==> config.mk <==
export PLATFORM = sky130hd
export DESIGN_NAME = output_interface
export DESIGN_NICKNAME = d
export VERILOG_FILES = /design/src/rtl/keccak_pkg.sv /design/src/rtl/out_beat_sel.sv /design/src/rtl/output_interface.sv
export SDC_FILE = /design/constraint.sdc
export NUM_CORES = 2
export LEC_CHECK = 0
export CORE_MARGIN = 4
export CORE_UTILIZATION = 30
export CTS_BUF_LIST = sky130_fd_sc_hd__clkbuf_8 sky130_fd_sc_hd__clkbuf_16
export CTS_CLUSTER_SIZE = 12
export DETAILED_ROUTE_END_ITERATION = 6
export GPL_TIMING_DRIVEN = 0
export SYNTH_ARGS = -nofsm -noshare
export SYNTH_HDL_FRONTEND = slang
export SYNTH_SLANG_ARGS = --single-unit
==> constraint.sdc <==
create_clock -name clk -period 74.8 [get_ports clk]
set_clock_uncertainty 0.1 [all_clocks]
set_input_delay 22.44 -clock clk [delete_from_list [all_inputs] [get_ports clk]]
set_output_delay 22.44 -clock clk [all_outputs]
set_load 0.1 [all_outputs]
==> src/rtl/keccak_pkg.sv <==
// Shared Keccak state/beat geometry and the chunk-to-bit mapping.
// The input loader and the output interface both use this mapping.
package keccak_pkg;

    localparam int unsigned STATE_W    = 1600;
    localparam int unsigned BEAT_W     = 200;
    localparam int unsigned NBEATS     = STATE_W / BEAT_W;
    localparam int unsigned BEAT_IDX_W = $clog2(NBEATS);

    typedef logic [STATE_W-1:0]    state_t;
    typedef logic [BEAT_W-1:0]     beat_t;
    typedef logic [BEAT_IDX_W-1:0] beat_idx_t;

    localparam beat_idx_t LAST_BEAT = beat_idx_t'(NBEATS - 1);

    // Beat k occupies state bits [BEAT_W*k + BEAT_W-1 : BEAT_W*k].
    function automatic beat_t beat_slice(input state_t state, input beat_idx_t k);
        return state[int'(k) * BEAT_W +: BEAT_W];
    endfunction

endpackage

==> src/rtl/out_beat_sel.sv <==
// Combinational NBEATS:1 beat multiplexer over a full Keccak state.
module out_beat_sel
    import keccak_pkg::*;
(
    input  logic [STATE_W-1:0]    state,
    input  logic [BEAT_IDX_W-1:0] idx,
    output logic [BEAT_W-1:0]     beat
);

    always_comb begin
        beat = '0;
        for (int k = 0; k < int'(NBEATS); k++) begin
            if (idx == beat_idx_t'(k)) begin
                beat = beat_slice(state, beat_idx_t'(k));
            end
        end
    end

endmodule

==> src/rtl/output_interface.sv <==
// Streams completed Keccak states out as NBEATS indexed beats through a
// two-slot ping-pong buffer with a registered, backpressure-aware output stage.
module output_interface
    import keccak_pkg::*;
(
    input  logic                  clk,
    input  logic                  reset,
    input  logic [STATE_W-1:0]    din,
    input  logic                  pushin,
    output logic                  stopin,
    output logic [BEAT_W-1:0]     dout,
    output logic [BEAT_IDX_W-1:0] dox,
    output logic                  pushout,
    input  logic                  stopout
);

    logic [STATE_W-1:0]    slot_q [2];
    logic                  wr_ptr_q, wr_ptr_d;
    logic                  rd_ptr_q, rd_ptr_d;
    logic [1:0]            count_q, count_d;
    logic [BEAT_IDX_W-1:0] beat_q, beat_d;
    logic [BEAT_W-1:0]     dout_q, dout_d;
    logic [BEAT_IDX_W-1:0] dox_q, dox_d;
    logic                  pushout_q, pushout_d;

    logic                  accept;
    logic                  advance;
    logic                  bypass;
    logic                  pending;
    logic                  load;
    logic                  rel;
    logic [STATE_W-1:0]    src_state;
    logic [BEAT_W-1:0]     sel_beat;

    assign stopin  = (count_q == 2'd2);
    assign accept  = pushin && !stopin;
    assign advance = !pushout_q || !stopout;

    // An empty buffer forwards an arriving state straight into the output
    // stage so beat 0 appears the cycle after the accept.
    assign bypass    = (count_q == 2'd0) && accept;
    assign pending   = (count_q != 2'd0) || accept;
    assign load      = advance && pending;
    assign rel       = load && (beat_q == LAST_BEAT);
    assign src_state = bypass ? din : slot_q[rd_ptr_q];

    out_beat_sel u_beat_sel (
        .state (src_state),
        .idx   (beat_q),
        .beat  (sel_beat)
    );

    always_comb begin
        wr_ptr_d  = wr_ptr_q ^ accept;
        rd_ptr_d  = rd_ptr_q ^ rel;
        count_d   = count_q;
        beat_d    = beat_q;
        dout_d    = dout_q;
        dox_d     = dox_q;
        pushout_d = pushout_q;

        unique case ({accept, rel})
            2'b10:   count_d = count_q + 2'd1;
            2'b01:   count_d = count_q - 2'd1;
            default: count_d = count_q;
        endcase

        if (load) begin
            beat_d = rel ? '0 : beat_q + 3'd1;
        end

        if (advance) begin
            pushout_d = load;
            if (load) begin
                dout_d = sel_beat;
                dox_d  = beat_q;
            end
        end
    end

    always_ff @(posedge clk) begin
        if (reset) begin
            wr_ptr_q  <= 1'b0;
            rd_ptr_q  <= 1'b0;
            count_q   <= 2'd0;
            beat_q    <= '0;
            dout_q    <= '0;
            dox_q     <= '0;
            pushout_q <= 1'b0;
        end else begin
            wr_ptr_q  <= wr_ptr_d;
            rd_ptr_q  <= rd_ptr_d;
            count_q   <= count_d;
            beat_q    <= beat_d;
            dout_q    <= dout_d;
            dox_q     <= dox_d;
            pushout_q <= pushout_d;
        end
    end

    // Slot storage carries no reset; occupancy is tracked by count_q alone.
    always_ff @(posedge clk) begin
        if (accept) begin
            slot_q[wr_ptr_q] <= din;
        end
    end

    assign dout    = dout_q;
    assign dox     = dox_q;
    assign pushout = pushout_q;

endmodule

==> impl_metrics.py <==
metrics = {
    "clock_network": {
        "htreeDepth": 5,
        "clk_latency_ns": 1.00,
        "cts_tree": "done",
        "clk_pin_slew_worst_paths_ns": 0.06,
        "clock-sinks": 3411,
        "ctsLongestPathBuffers": 4,
        "post_cts_resize_count": 0,
        "cts_setup_buffers": 0,
        "cts_made_buffers": 380,
        "ctsHoldBuffers": 0,
        "ctsRootBufferMaster": "clkbuf_16",
    },
    "logic_synthesis": {
        "syn_avg_cell_area_um2": 14.5,
        "synth_area_leaders": "edfxtp_1 67%, mux2i_1 11%, dfxtp_1 2.9%",
        "synth_commonest_cells": "3200 x edfxtp_1, 1598 x mux2i_1, 810 x nand2_1",
        "yosys.area.top_type": "edfxtp_1",
        "ys_warn_count": 0,
        "synthArstFlopShare_pct": 0,
        "synthCells": 9902,
        "synth_edf_count": 3200,
        "synth_top_area_share_pct": 66.8,
        "synth_most_common_cell": "edfxtp_1",
        "syn_area_um2": 144000,
        "yosysSeqAreaShare_pct": 69.7,
        "synthFlopType": "edfxtp_1",
        "synth_cell_types": 43,
        "ys_seq_elements": 3411,
        "syn_nets": 11515,
    },
    "global_route": {
        "grt_overflow_total": 0,
        "grt_max_degree": 62,
        "track_usage_pct": 26.6,
        "antenna_found_initial": 533,
        "grt_pass1_vias": 98894,
        "grt_pass1_wl_mm": 889,
    },
    "worst_setup_path": {
        "criticalPathCategory": "input port to flop",
        "crit_fanout": 11,
        "end_kind": "flop",
        "worst_path_max_delay_cell": "buf_2",
        "critPathTopFamily": "buffers and inverters",
        "path_cells": "clkdlybuf4s50_1, or3b_1, nor2_1, buf_2, clkbuf_1, a22oi_1, o2111ai_1, nand3_1, o221ai_1",
        "crit_required_ns": 75.56,
        "worstPathArrival_ns": 26.78,
        "cp_num_buf_inv": 3,
        "max_stage_delay_ns": 0.84,
        "start_kind": "input port",
    },
    "finish": {
        "nFillCells": 45256,
        "area_delta_synth_final_pct": 28.9,
        "final_nets": 13808,
        "utilization_pct": 38.8,
        "drive_gt1_share_pct": 7.98,
    },
    "run_status": {
        "run_status": "finished, violations left",
        "violations": "capacitance limit, slew limit",
    },
    "power": {
        "vdd_drop_max_mv": 0.0213,
        "leakagePower_nw": 58.5,
        "p_per_area_nw_per_um2": 28.4,
    },
    "die": {
        "row_count": 254,
        "dieHeight_um": 700,
        "core_um2": 478000,
        "dieArea_um2": 491000,
        "ios": 1809,
        "die_w_um": 700,
        "initial_utilization_pct": 30.1,
    },
    "route": {
        "postRouteAntennaNets": 0,
        "firstDrtPassIters": 6,
        "drt_iter0_drc": 13432,
        "routedWlPerCell_um": 35.7,
        "routed_wl_mm": 685,
        "vias": 105112,
        "viasPerCell": 5.47,
        "drc": 0,
    },
    "placed_design": {
        "dp_hpwl_mm": 534,
        "gp_congestion": 0.919,
        "numPortBuffers": 1807,
    },
    "sta": {
        "finalCritPeriodShare_pct": 34.8,
        "hold_viol_final": 0,
        "rsz0062_at_grt": "false",
        "worst_slew_pin_slew_ns": 1.50,
        "finalSetupViolations": 0,
        "slew_headroom_pct": -0.496,
        "drv_slew": 1,
        "fin_crit_ns": 26.03,
        "final.setup.tns_ns": 0,
        "timing.fmax_mhz": 38.4,
    },
    "run": {
        "cap_violations": 3,
    },
    "hold_path": {
        "min_path_type": "flop to flop",
    },
}
## cells by family after synthesis
group | count (synthesis) | synth area share (%)
flops | 3411 | 69.7
compound gates | 2614 | 12.6
mux | 1599 | 11.1
simple gates | 1436 | 3.96
buf+inv | 830 | 2.48
fa+ha+maj | 9 | 0.0783
xor+xnor | 3 | 0.0183
## where the power goes
part	internal [mW]	switching, mW	leakage (nW)
Clock	1.04	0.801	6.42
Combinational	0.308	0.787	20.4
Sequential	2.27	0.0489	31.7
## registers in the layout, summed over array words and instances, names as in the netlist
register / count
pushout: 1
rd_ptr_q: 1
beat_q: 3
dox: 3
slot_q: 3200
dout: 200
count_q: 2
wr_ptr_q: 1
## layout by cell type, fill, tap and decap left out, drive strengths merged, types with 200 or more instances in the layout
cell type      Yosys  layout
clkbuf           471     896
nand3            200     200
diode              0     302
buf              352     485
a211oi           201     201
a22oi            399     399
a21oi            407     407
mux2i           1598    1598
nor2             407     407
clkdlybuf4s50      0    1777
o211ai           398     398
o22ai            200     200
o221ai           200     200
o21ai            403     403
edfxtp          3200    3200
nand2            810     810
a22o             200     200
dfxtp            211     211
## path summary, 6_finish.rpt
| path | start | endpoint | slack [ns] | cells after the start |
|---|---|---|---|---|
| worst min register to register | pushout$_SDFFE_PP0P_ | pushout$_SDFFE_PP0P_ | 0.41 | 2 |
| worst min-delay path | pushout$_SDFFE_PP0P_ | pushout$_SDFFE_PP0P_ | 0.41 | 2 |
| worst max register to register | beat_q[1]$_SDFFE_PP0N_ | dout[39]$_SDFFE_PP0P_ | 69.27 | 12 |
| worst max-delay path | pushin | dout[39]$_SDFFE_PP0P_ | 48.77 | 9 |
## tightest hold or removal path, cell delays in order (launching register included)
cell	delay, ns
dfxtp_1	0.34
nand2_1	0.07
a21oi_1	0.05
## routing by layer
| metal | global-route usage (%) | vias to the layer above | wire (um) |
|---|---|---|---|
| li1 | - | 44431 | - |
| met1 | 29.5 | 52644 | 234000 |
| met2 | 43.0 | 6039 | 323000 |
| met3 | 8.87 | 1752 | 73200 |
| met4 | 18.5 | 246 | 52800 |
| met5 | 0 | - | 1630 |
## final cells by class
| class | count | area, um2 | area share [%] |
|---|---|---|---|
| flip-flops and latches | 3411 | 100000 | 54.1 |
| multi-input cells | 5661 | 40000 | 21.6 |
| repair buffers | 1911 | 20500 | 11.1 |
| clock buffers | 424 | 10200 | 5.51 |
| well taps | 6400 | 8010 | 4.32 |
| plain buffers | 823 | 3580 | 1.93 |
| clock inverters | 273 | 1950 | 1.05 |
| diodes | 302 | 756 | 0.408 |
| inverters | 7 | 26.3 | 0.0142 |
## per-stage QoR
stage	area [um2]	setup WS (ns)	total power [mW]	cells	hold WS [ns]
final	185000	48.77	5.26	19212	0.406
after global placement	170000	-12.76	3.87	18109	0.379
after detailed placement	172000	47.69	3.45	18213	0.386
after floorplan	144000	13.68	3.17	9902	0.377
after CTS	185000	48.73	5.27	18910	0.402
after global routing	185000	48.77	5.41	19071	0.444
Note: power is estimated with default switching activity, not from simulation.
